File: src/rtl/send_ctrl_pkg.sv
// Shared types and default sizing for the burst send controller.
package send_ctrl_pkg;

  typedef enum logic [1:0] {
    ST_IDLE      = 2'd0,
    ST_SEND      = 2'd1,
    ST_WAIT_DONE = 2'd2,
    ST_GAP       = 2'd3
  } state_t;

  localparam int unsigned DEF_BURST_LEN   = 8;
  localparam int unsigned DEF_DELAY_CYC   = 400;
  localparam int unsigned DEF_TIMEOUT_CYC = 10000;

  function automatic int unsigned max_u(input int unsigned a, input int unsigned b);
    return (a > b) ? a : b;
  endfunction

  // A one-byte burst still needs a 1-bit index port.
  function automatic int unsigned idx_width(input int unsigned len);
    return (len > 1) ? int'($clog2(len)) : 1;
  endfunction

endpackage

File: src/rtl/cyc_timer.sv
// Saturating dwell counter: cleared by load, counts while enabled, flags term.
module cyc_timer #(
  parameter int unsigned W = 16
) (
  input  logic         clk,
  input  logic         rst_n,
  input  logic         load,
  input  logic         en,
  input  logic [W-1:0] term,
  output logic         tc_c
);

  logic [W-1:0] count;

  // Saturate at all-ones so a long dwell can never wrap back under term.
  always_ff @(posedge clk) begin
    if (!rst_n) begin
      count <= '0;
    end else if (load) begin
      count <= '0;
    end else if (en && (count != '1)) begin
      count <= count + W'(1);
    end
  end

  assign tc_c = (count == term);

endmodule

File: src/rtl/burst_send_ctrl.sv
// Sequences fixed-length byte bursts to a UART transmitter, one-shot or
// continuous with an idle gap, with stop handling and a per-byte timeout.
module burst_send_ctrl
  import send_ctrl_pkg::*;
#(
  parameter int unsigned BURST_LEN   = DEF_BURST_LEN,
  parameter int unsigned DELAY_CYC   = DEF_DELAY_CYC,
  parameter int unsigned TIMEOUT_CYC = DEF_TIMEOUT_CYC
) (
  input  logic                                 clk,
  input  logic                                 rst_n,
  input  logic                                 start,
  input  logic                                 stop,
  input  logic                                 mode,
  input  logic                                 tx_done,
  output logic                                 tx_en,
  output logic [idx_width(BURST_LEN)-1:0]      byte_idx,
  output logic                                 busy,
  output logic                                 burst_done,
  output logic                                 err
);

  localparam int unsigned IDX_W    = idx_width(BURST_LEN);
  localparam int unsigned TMR_W    = $clog2(max_u(DELAY_CYC, TIMEOUT_CYC) + 1);
  localparam int unsigned GAP_TERM = DELAY_CYC - 1;
  // The SEND cycle carrying tx_en counts toward the byte's timeout budget.
  localparam int unsigned TO_TERM  = (TIMEOUT_CYC >= 2) ? TIMEOUT_CYC - 2 : 0;
  localparam logic [IDX_W-1:0] LAST_IDX = IDX_W'(BURST_LEN - 1);

  state_t             state;
  state_t             next_state;
  logic               mode_q;
  logic               mode_d;
  logic               pend_q;
  logic               pend_d;
  logic [IDX_W-1:0]   idx_d;
  logic               err_d;
  logic               done_d;
  logic               stop_any;
  logic               last_byte;
  logic               tmr_load;
  logic               tmr_en;
  logic [TMR_W-1:0]   tmr_term;
  logic               tmr_tc_c;

  assign stop_any  = stop | pend_q;
  assign last_byte = (byte_idx == LAST_IDX);

  // Dwell timer restarts on every state change; only GAP and WAIT_DONE use it.
  assign tmr_load = (next_state != state);
  assign tmr_en   = (state == ST_GAP) || (state == ST_WAIT_DONE);
  assign tmr_term = (state == ST_GAP) ? TMR_W'(GAP_TERM) : TMR_W'(TO_TERM);

  cyc_timer #(
    .W (TMR_W)
  ) u_timer (
    .clk   (clk),
    .rst_n (rst_n),
    .load  (tmr_load),
    .en    (tmr_en),
    .term  (tmr_term),
    .tc_c  (tmr_tc_c)
  );

  // State register
  always_ff @(posedge clk) begin
    if (!rst_n) begin
      state <= ST_IDLE;
    end else begin
      state <= next_state;
    end
  end

  // Next-state and next-output decode
  always_comb begin
    next_state = state;
    mode_d     = mode_q;
    pend_d     = pend_q;
    idx_d      = byte_idx;
    err_d      = err;
    done_d     = 1'b0;

    case (state)
      ST_IDLE: begin
        if (start && !stop) begin
          if (err) begin
            err_d = 1'b0;
          end else begin
            next_state = ST_SEND;
            mode_d     = mode;
            idx_d      = '0;
          end
        end
      end

      ST_SEND: begin
        next_state = ST_WAIT_DONE;
      end

      ST_WAIT_DONE: begin
        if (tx_done) begin
          if (!last_byte) begin
            if (stop_any) begin
              next_state = ST_IDLE;
              idx_d      = '0;
            end else begin
              next_state = ST_SEND;
              idx_d      = byte_idx + IDX_W'(1);
            end
          end else begin
            done_d     = 1'b1;
            idx_d      = '0;
            next_state = (mode_q && !stop_any) ? ST_GAP : ST_IDLE;
          end
        end else if (tmr_tc_c) begin
          err_d      = 1'b1;
          idx_d      = '0;
          next_state = ST_IDLE;
        end
      end

      ST_GAP: begin
        if (stop_any) begin
          next_state = ST_IDLE;
        end else if (tmr_tc_c) begin
          next_state = ST_SEND;
        end
      end

      default: begin
        next_state = ST_IDLE;
      end
    endcase

    // A stop seen while busy is held until the FSM lands back in IDLE.
    if ((state != ST_IDLE) && stop) begin
      pend_d = 1'b1;
    end
    if (next_state == ST_IDLE) begin
      pend_d = 1'b0;
    end
  end

  // Registered outputs and datapath
  always_ff @(posedge clk) begin
    if (!rst_n) begin
      mode_q     <= 1'b0;
      pend_q     <= 1'b0;
      byte_idx   <= '0;
      err        <= 1'b0;
      burst_done <= 1'b0;
      tx_en      <= 1'b0;
      busy       <= 1'b0;
    end else begin
      mode_q     <= mode_d;
      pend_q     <= pend_d;
      byte_idx   <= idx_d;
      err        <= err_d;
      burst_done <= done_d;
      tx_en      <= (next_state == ST_SEND);
      busy       <= (next_state != ST_IDLE);
    end
  end

endmodule

File: config.mk
export PLATFORM = sky130hd
export DESIGN_NAME = burst_send_ctrl
export DESIGN_NICKNAME = d
export VERILOG_FILES = /design/src/rtl/send_ctrl_pkg.sv /design/src/rtl/cyc_timer.sv /design/src/rtl/burst_send_ctrl.sv
export SDC_FILE = /design/constraint.sdc
export NUM_CORES = 1
export LEC_CHECK = 0
export BUFFER_PORTS_ARGS = -buffer_cell sky130_fd_sc_hd__buf_2
export CORE_ASPECT_RATIO = 1.4
export CORE_MARGIN = 2
export CORE_UTILIZATION = 30
export CTS_CLUSTER_DIAMETER = 40
export DETAILED_ROUTE_END_ITERATION = 10
export GPL_ROUTABILITY_DRIVEN = 0
export GPL_TIMING_DRIVEN = 0
export PLACE_DENSITY = 0.44
export SKIP_CTS_REPAIR_TIMING = 1
export SYNTH_ARGS = -nofsm -noshare
export SYNTH_HDL_FRONTEND = slang
export SYNTH_HIERARCHICAL = 1
export SYNTH_SLANG_ARGS = --single-unit
export TNS_END_PERCENT = 5
File: constraint.sdc
create_clock -name clk -period 2.9 [get_ports clk]
set_clock_uncertainty 0.05 [all_clocks]
set_input_delay 0.435 -clock clk [delete_from_list [all_inputs] [get_ports clk]]
set_output_delay 0.435 -clock clk [all_outputs]
set_load 0.05 [all_outputs]
==> flow_metrics.env, run 1 <==
export IMPL_grt_pass1_vias=1169
export IMPL_drc=0
export IMPL_synth_top_area_cell="dfxtp_1"
export IMPL_grt_pass1_wl_um=5420
export IMPL_endpoint_kind="flip-flop"
export IMPL_synthDistinctLibCells=40
export IMPL_fmaxAchievable_mhz=407
export IMPL_num_io_pins=13
export IMPL_period_share_pct=84.7
export IMPL_seq_area_frac_synth_pct=36.2
export IMPL_fillers=511
export IMPL_vdd_ir_drop_max_mv=0.173
export IMPL_tightest_slew_ns=0.650
export IMPL_synth_edf_count=0
export IMPL_worst_ep_arrival_time_ns=2.57
export IMPL_synth_cells=165
export IMPL_cts_root_buffer_cell="clkbuf_8"
export IMPL_grt_use_total_pct=13.6
export IMPL_cp_start_kind="flip-flop"
export IMPL_min_period_ns=2.46
export IMPL_drtIter0Drc=14
export IMPL_status="completed"
export IMPL_cts_tree="yes"
export IMPL_critPathRequiredTime_ns=3.01
export IMPL_crit_path_max_fanout=10
export IMPL_synth_top_cells_by_area="dfxtp_1 (36%), xnor2_1 (6.3%), a21oi_1 (4.7%)"
export IMPL_clk_latency_ns=0.27
export IMPL_hold_viol=0
export IMPL_dieHeight_um=84.3
export IMPL_critical_path_class="reg2reg"
export IMPL_core_area_um2=4500
export IMPL_antenna_found_initial=0
export IMPL_synth_area_um2=1380
export IMPL_drive_gt1_share_pct=14.4
export IMPL_dp_hpwl_um=2400
export IMPL_h_tree_depth=1
export IMPL_setup_viol=0
export IMPL_vias=1219
export IMPL_start_util_pct=30.7
export IMPL_power_uw=618
export IMPL_clk_pin_slew_ns=0.09
export IMPL_dr_pass1_iters=4
export IMPL_r2r_cells=11
export IMPL_whs_path_depth=3
export IMPL_ys_ff_latch=25
export IMPL_grt_max_degree=14
export IMPL_syn_to_final_growth_pct=15.6
export IMPL_io_buffers=12
export IMPL_dieArea_um2=5170
export IMPL_clock_sinks=25
export IMPL_synth_area_per_cell_um2=8.37
export IMPL_hold_ws_ns=0.347
export IMPL_async_flop_share_pct=0
export IMPL_rows=29
export IMPL_yosys_most_used_dff="dfxtp_1"
export IMPL_p_leak_uw=0.000583
export IMPL_antenna_cells=0
export IMPL_power_density_nw_per_um2=387
export IMPL_wl_per_cell_um=12.5
export IMPL_synth_top_area_share_pct=36.2
export IMPL_cts_buffer_depth=2
export IMPL_die_w_um=61.4
export IMPL_cts_made_buffers=3
export IMPL_overflow=0
export IMPL_fin_tns_setup_ns=0
export IMPL_wl_um=3120
export IMPL_final_nets=198
export IMPL_drt_vias_per_instance=4.88
export IMPL_max_slew_margin_pct=56.2
export IMPL_yosys_warnings=6
export IMPL_rsz0062_at_grt="false"
export IMPL_final_max_slew_viol_count=0
export IMPL_drtAntennaViolNets=0
export IMPL_cap_viol_max_count=0
export IMPL_hold_class="in2reg"
[cells in the mapped netlist (5+ instances only)]
cell type / count
nand4_1: 6
or3_1: 6
nor3_1: 6
xor2_1: 5
nor4_1: 6
o21ai_0: 7
nand2_1: 9
dfxtp_1: 25
nor2_1: 13
nand3_1: 9
a21oi_1: 13
xnor2_1: 10
inv_1: 8
[worst max-delay path, cell delays in order, from the launching register on]
cell and delay, ns:
dfxtp_1 0.31, buf_2 0.19, nand2_1 0.16, inv_1 0.18
xnor2_1 0.13, nand4_1 0.11, nor3_2 0.34, nor2_1 0.09
a22oi_1 0.27, nand2b_1 0.19, clkbuf_2 0.25, nor3_1 0.09
[stage by stage]
stage / cell area, um^2 / utilization [%] / setup WS (ns) / instances
after floorplan: 1410 / - / 0.662 / 172
after global placement: 1550 / 34.3 / 0.0969 / 246
after detailed placement: 1550 / 34.3 / 0.0645 / 246
after CTS: 1590 / 35.3 / 0.0604 / 250
after global routing: 1600 / 35.5 / 0.102 / 250
final: 1600 / 35.5 / 0.444 / 250
[registers in the layout, indices dropped and copies added, names as in the netlist]
name,count
pend_q,1
u_timer/count,14
byte_idx,3
state,2
tx_en,1
busy,1
burst_done,1
mode_q,1
err,1
[final timing paths]
check / startpoint / to / slack [ns]
worst max-delay path: state[1] / u_timer/count[4] / 0.44
worst min-delay path: mode / mode_q / 0.35
worst max register to register: state[1] / u_timer/count[4] / 0.44
worst min register to register: byte_idx[1] / byte_idx[1] / 0.47
[cell usage in the layout, fill, tap and decap left out, types with 2 or more instances in the layout]
cell / netlist / layout
nor2b_1: 2 / 2
nand3_1: 9 / 9
nor3_1: 6 / 5
clkbuf_8: 0 / 3
or3_1: 6 / 6
buf_2: 1 / 13
xnor2_1: 10 / 10
o31ai_1: 3 / 3
clkbuf_1: 2 / 2
or4_1: 3 / 3
nor4_1: 6 / 6
conb_1: 2 / 9
nor2_1: 13 / 13
xor2_1: 5 / 5
nand2b_1: 4 / 4
nand4_1: 6 / 6
o21ai_0: 7 / 7
dfxtp_1: 25 / 25
o21a_1: 2 / 2
mux2i_1: 2 / 2
ha_1: 3 / 3
nand2_1: 9 / 9
a21oi_1: 13 / 13
inv_1: 8 / 8
a22o_1: 2 / 2
clkbuf_2: 1 / 2
[final cells by class]
class,instances,area (um^2),area share (%)
clock buffers,4,45.0,2.82
multi-input cells,135,865,54.2
flip-flops and latches,25,500,31.3
repair buffers,12,60.1,3.76
well taps,62,77.6,4.86
plain buffers,4,18.8,1.18
inverters,8,30.0,1.88
[metal layers]
layer	share of wire [%]	GRT usage [%]
met1	42	16.7
met3	2.1	2.31
met4	0.99	4.64
met2	55	23.1
met5	0	0
[power breakdown]
group	switching, uW	internal [uW]
registers	3.08	347
logic	37.3	20.7
clock network	112	98.3
[logic make-up (layout without fill, tap and decap cells)]
family / after synthesis / after routing / synth area share [%]
mux: 3 / 3 / 2.26
buf+inv: 12 / 28 / 3.44
fa+ha+maj: 3 / 3 / 2.72
other cells: 2 / 9 / 0.544
compound gates: 34 / 34 / 16.6
xor+xnor: 15 / 15 / 9.51
flops: 25 / 25 / 36.2
simple gates: 71 / 71 / 28.7
Power figures use the tool's default switching activity.
==> inputs of run 2 (changes only) <==
--- a/config.mk
+++ b/config.mk
@@ -13,7 +13,7 @@
 export DETAILED_ROUTE_END_ITERATION = 10
 export GPL_ROUTABILITY_DRIVEN = 0
 export GPL_TIMING_DRIVEN = 0
-export PLACE_DENSITY = 0.44
+export PLACE_DENSITY = 0.46
 export SKIP_CTS_REPAIR_TIMING = 1
 export SYNTH_ARGS = -nofsm -noshare
 export SYNTH_HDL_FRONTEND = slang
==> constraint.sdc (replaced) <==
create_clock -name clk -period 2.15 [get_ports clk]
set_clock_uncertainty 0.05 [all_clocks]
set_input_delay 0.3225 -clock clk [delete_from_list [all_inputs] [get_ports clk]]
set_output_delay 0.3225 -clock clk [all_outputs]
set_load 0.05 [all_outputs]
==> flow_metrics.env, run 2 (same netlist as run 1, synthesis figures left out) <==
export IMPL_status="completed"
export IMPL_pwr_share_clk_pct=33.2
export IMPL_swShare_pct=24.6
export IMPL_num_io_pins=13
export IMPL_cts_tree="yes"
export IMPL_endpoint_kind="flip-flop"
export IMPL_clk_pin_slew_ns=0.09
export IMPL_tightest_slew_ns=0.589
export IMPL_overflow=0
export IMPL_critical_path_class="reg2reg"
export IMPL_h_tree_depth=1
export IMPL_fin_ws_ns=0.0127
export IMPL_min_period_ns=2.14
export IMPL_grt_use_total_pct=12.7
export IMPL_p_int_uw=637
export IMPL_final_cell_mix="dfxtp_1 (21), nor2_1 (13), a21oi_1 (12), buf_2 (12), xnor2_1 (10)"
export IMPL_critPathRequiredTime_ns=2.32
export IMPL_whs_endpoint="mode_q"
export IMPL_layout_commonest_cell="dfxtp_1"
export IMPL_worst_ep_arrival_time_ns=2.31
export IMPL_r2r_cells=10
export IMPL_drt_vias_per_instance=4.94
export IMPL_r2r_slack_ns=0.01
export IMPL_power_density_nw_per_um2=497
export IMPL_whs_path_depth=3
export IMPL_rows=29
export IMPL_regToRegStartpoint="state[1]"
export IMPL_path_delay_family="simple AND/OR/NAND/NOR gates"
export IMPL_pwr_share_seq_pct=55.9
export IMPL_io_buffers=12
export IMPL_cts_buffer_depth=2
export IMPL_grt_pass1_vias=1156
export IMPL_regMostFlops="u_timer/count"
export IMPL_path_buf_inv=3
export IMPL_cp_cell_sequence="buf_6 > nand2_4 > inv_1 > xnor2_1 > nand4_1 > nor3_4 > buf_6 > or3_1 > a221oi_2 > o221a_2"
export IMPL_antenna_cells=0
export IMPL_setup_viol=0
export IMPL_combPwrFrac_pct=10.8
export IMPL_drtAntennaViolNets=0
export IMPL_drive_gt1_share_pct=20.4
export IMPL_reg_top3="u_timer/count x14, byte_idx x3, state x2"
export IMPL_antenna_found_initial=0
export IMPL_dieHeight_um=84.3
export IMPL_cp_slowest_stage_delay_ns=0.38
export IMPL_vias=1251
export IMPL_cp_start_kind="flip-flop"
export IMPL_fin_tns_setup_ns=0
export IMPL_grt_max_degree=14
export IMPL_crit_path_max_fanout=4
export IMPL_hold_class="in2reg"
export IMPL_rsz0062_at_grt="true"
export IMPL_largest_register_ff_count=14
export IMPL_p_leak_uw=0.000643
export IMPL_die_w_um=61.4
export IMPL_wl_um=3090
export IMPL_vdd_ir_drop_max_mv=0.280
export IMPL_clk_latency_ns=0.27
export IMPL_max_slew_margin_pct=60.4
export IMPL_cp_common_cell="buf_6"
export IMPL_start_util_pct=30.7
export IMPL_cts_root_buffer_cell="clkbuf_8"
export IMPL_dr_pass1_iters=4
export IMPL_drc=0
export IMPL_place_ws_ns=-0.317
export IMPL_hold_path_startpoint="mode"
export IMPL_dp_hpwl_um=2420
export IMPL_drtIter0Drc=38
export IMPL_final_nets=201
export IMPL_final_max_slew_viol_count=0
export IMPL_worstReg2RegEnd="pend_q"
export IMPL_syn_to_final_growth_pct=22.9
export IMPL_cts_made_buffers=3
export IMPL_grt_pass1_wl_um=5130
export IMPL_core_area_um2=4500
export IMPL_wl_per_cell_um=12.2
export IMPL_p_sw_uw=207
export IMPL_clock_sinks=25
export IMPL_fmaxAchievable_mhz=468
export IMPL_fillers=487
export IMPL_cap_viol_max_count=0
export IMPL_dieArea_um2=5170
export IMPL_period_share_pct=99.4
export IMPL_hold_viol=0
export IMPL_crit_slowest_cell="a221oi_2"
-- run 2: cell types whose count changed in the layout (fill, tap and decap cells not counted), moves of 2 or more --
cell,change
buf_4,+2
buf_6,+2
dfxtp_1,-4
dfxtp_2,+3
o21ai_0,-2
o21ai_1,+2
-- run 2: how the worst max path moves through the flow --
stage              from          endpoint  slack [ns]  cells after the start
2_1_floorplan  state[1]  u_timer/count[2]        0.11                     11
3_3_place_gp   state[1]  u_timer/count[2]       -0.31                     11
3_5_place_dp   state[1]  u_timer/count[4]       -0.32                     11
4_1_cts        state[1]  u_timer/count[4]       -0.34                     11
5_1_grt        state[1]  u_timer/count[2]       -0.11                     11
6_report       state[1]            pend_q        0.01                     10
-- run 2: per-layer routing --
metal  up-vias  global-route usage [%]  share of wire [%]
met3         6                    2.00                2.5
met4         0                    6.38                1.8
met2        19                    22.4                 56
met5         -                       0                  0
met1       583                    14.1                 40
li1        643                       -                  -
-- run 2: final cells by class --
class | instances | area (um^2) | share of cell area [%]
Multi-Input combinational cell | 135 | 916 | 53.9
Sequential cell | 25 | 508 | 29.9
Timing Repair Buffer | 15 | 86.3 | 5.08
Tap cell | 62 | 77.6 | 4.57
Clock buffer | 4 | 45.0 | 2.65
Buffer | 4 | 35.0 | 2.06
Inverter | 8 | 30.0 | 1.77
-- run 2: through the flow --
stage,total power [uW],util (%),hold WS [ns],instance area [um^2],instances
global route,886,37.7,0.233,1700,253
floorplan,539,-,0.390,1410,172
global placement,561,34.5,0.440,1550,246
finish,844,37.7,0.227,1700,253
CTS,847,35.5,0.223,1600,250
detailed placement,562,34.5,0.460,1550,246
-- run 2: power groups by stage --
stage / logic [uW] / clock network (uW) / registers [uW]
after global routing: 99.8 / 313 / 473
after global placement: 77.9 / 0 / 483
after detailed placement: 79.0 / 0 / 483
after CTS: 79.3 / 296 / 472
after floorplan: 48.9 / 0 / 490
final: 91.5 / 280 / 472
-- run 2: worst register-to-register path, stage by stage (launching register included) --
cell and delay, ns:
dfxtp_2 0.32, buf_6 0.12, nand2_4 0.07, inv_1 0.10, xnor2_1 0.14, nand4_1 0.14, nor3_4 0.07, buf_6 0.12
or3_1 0.36, a221oi_2 0.38, o221a_2 0.23
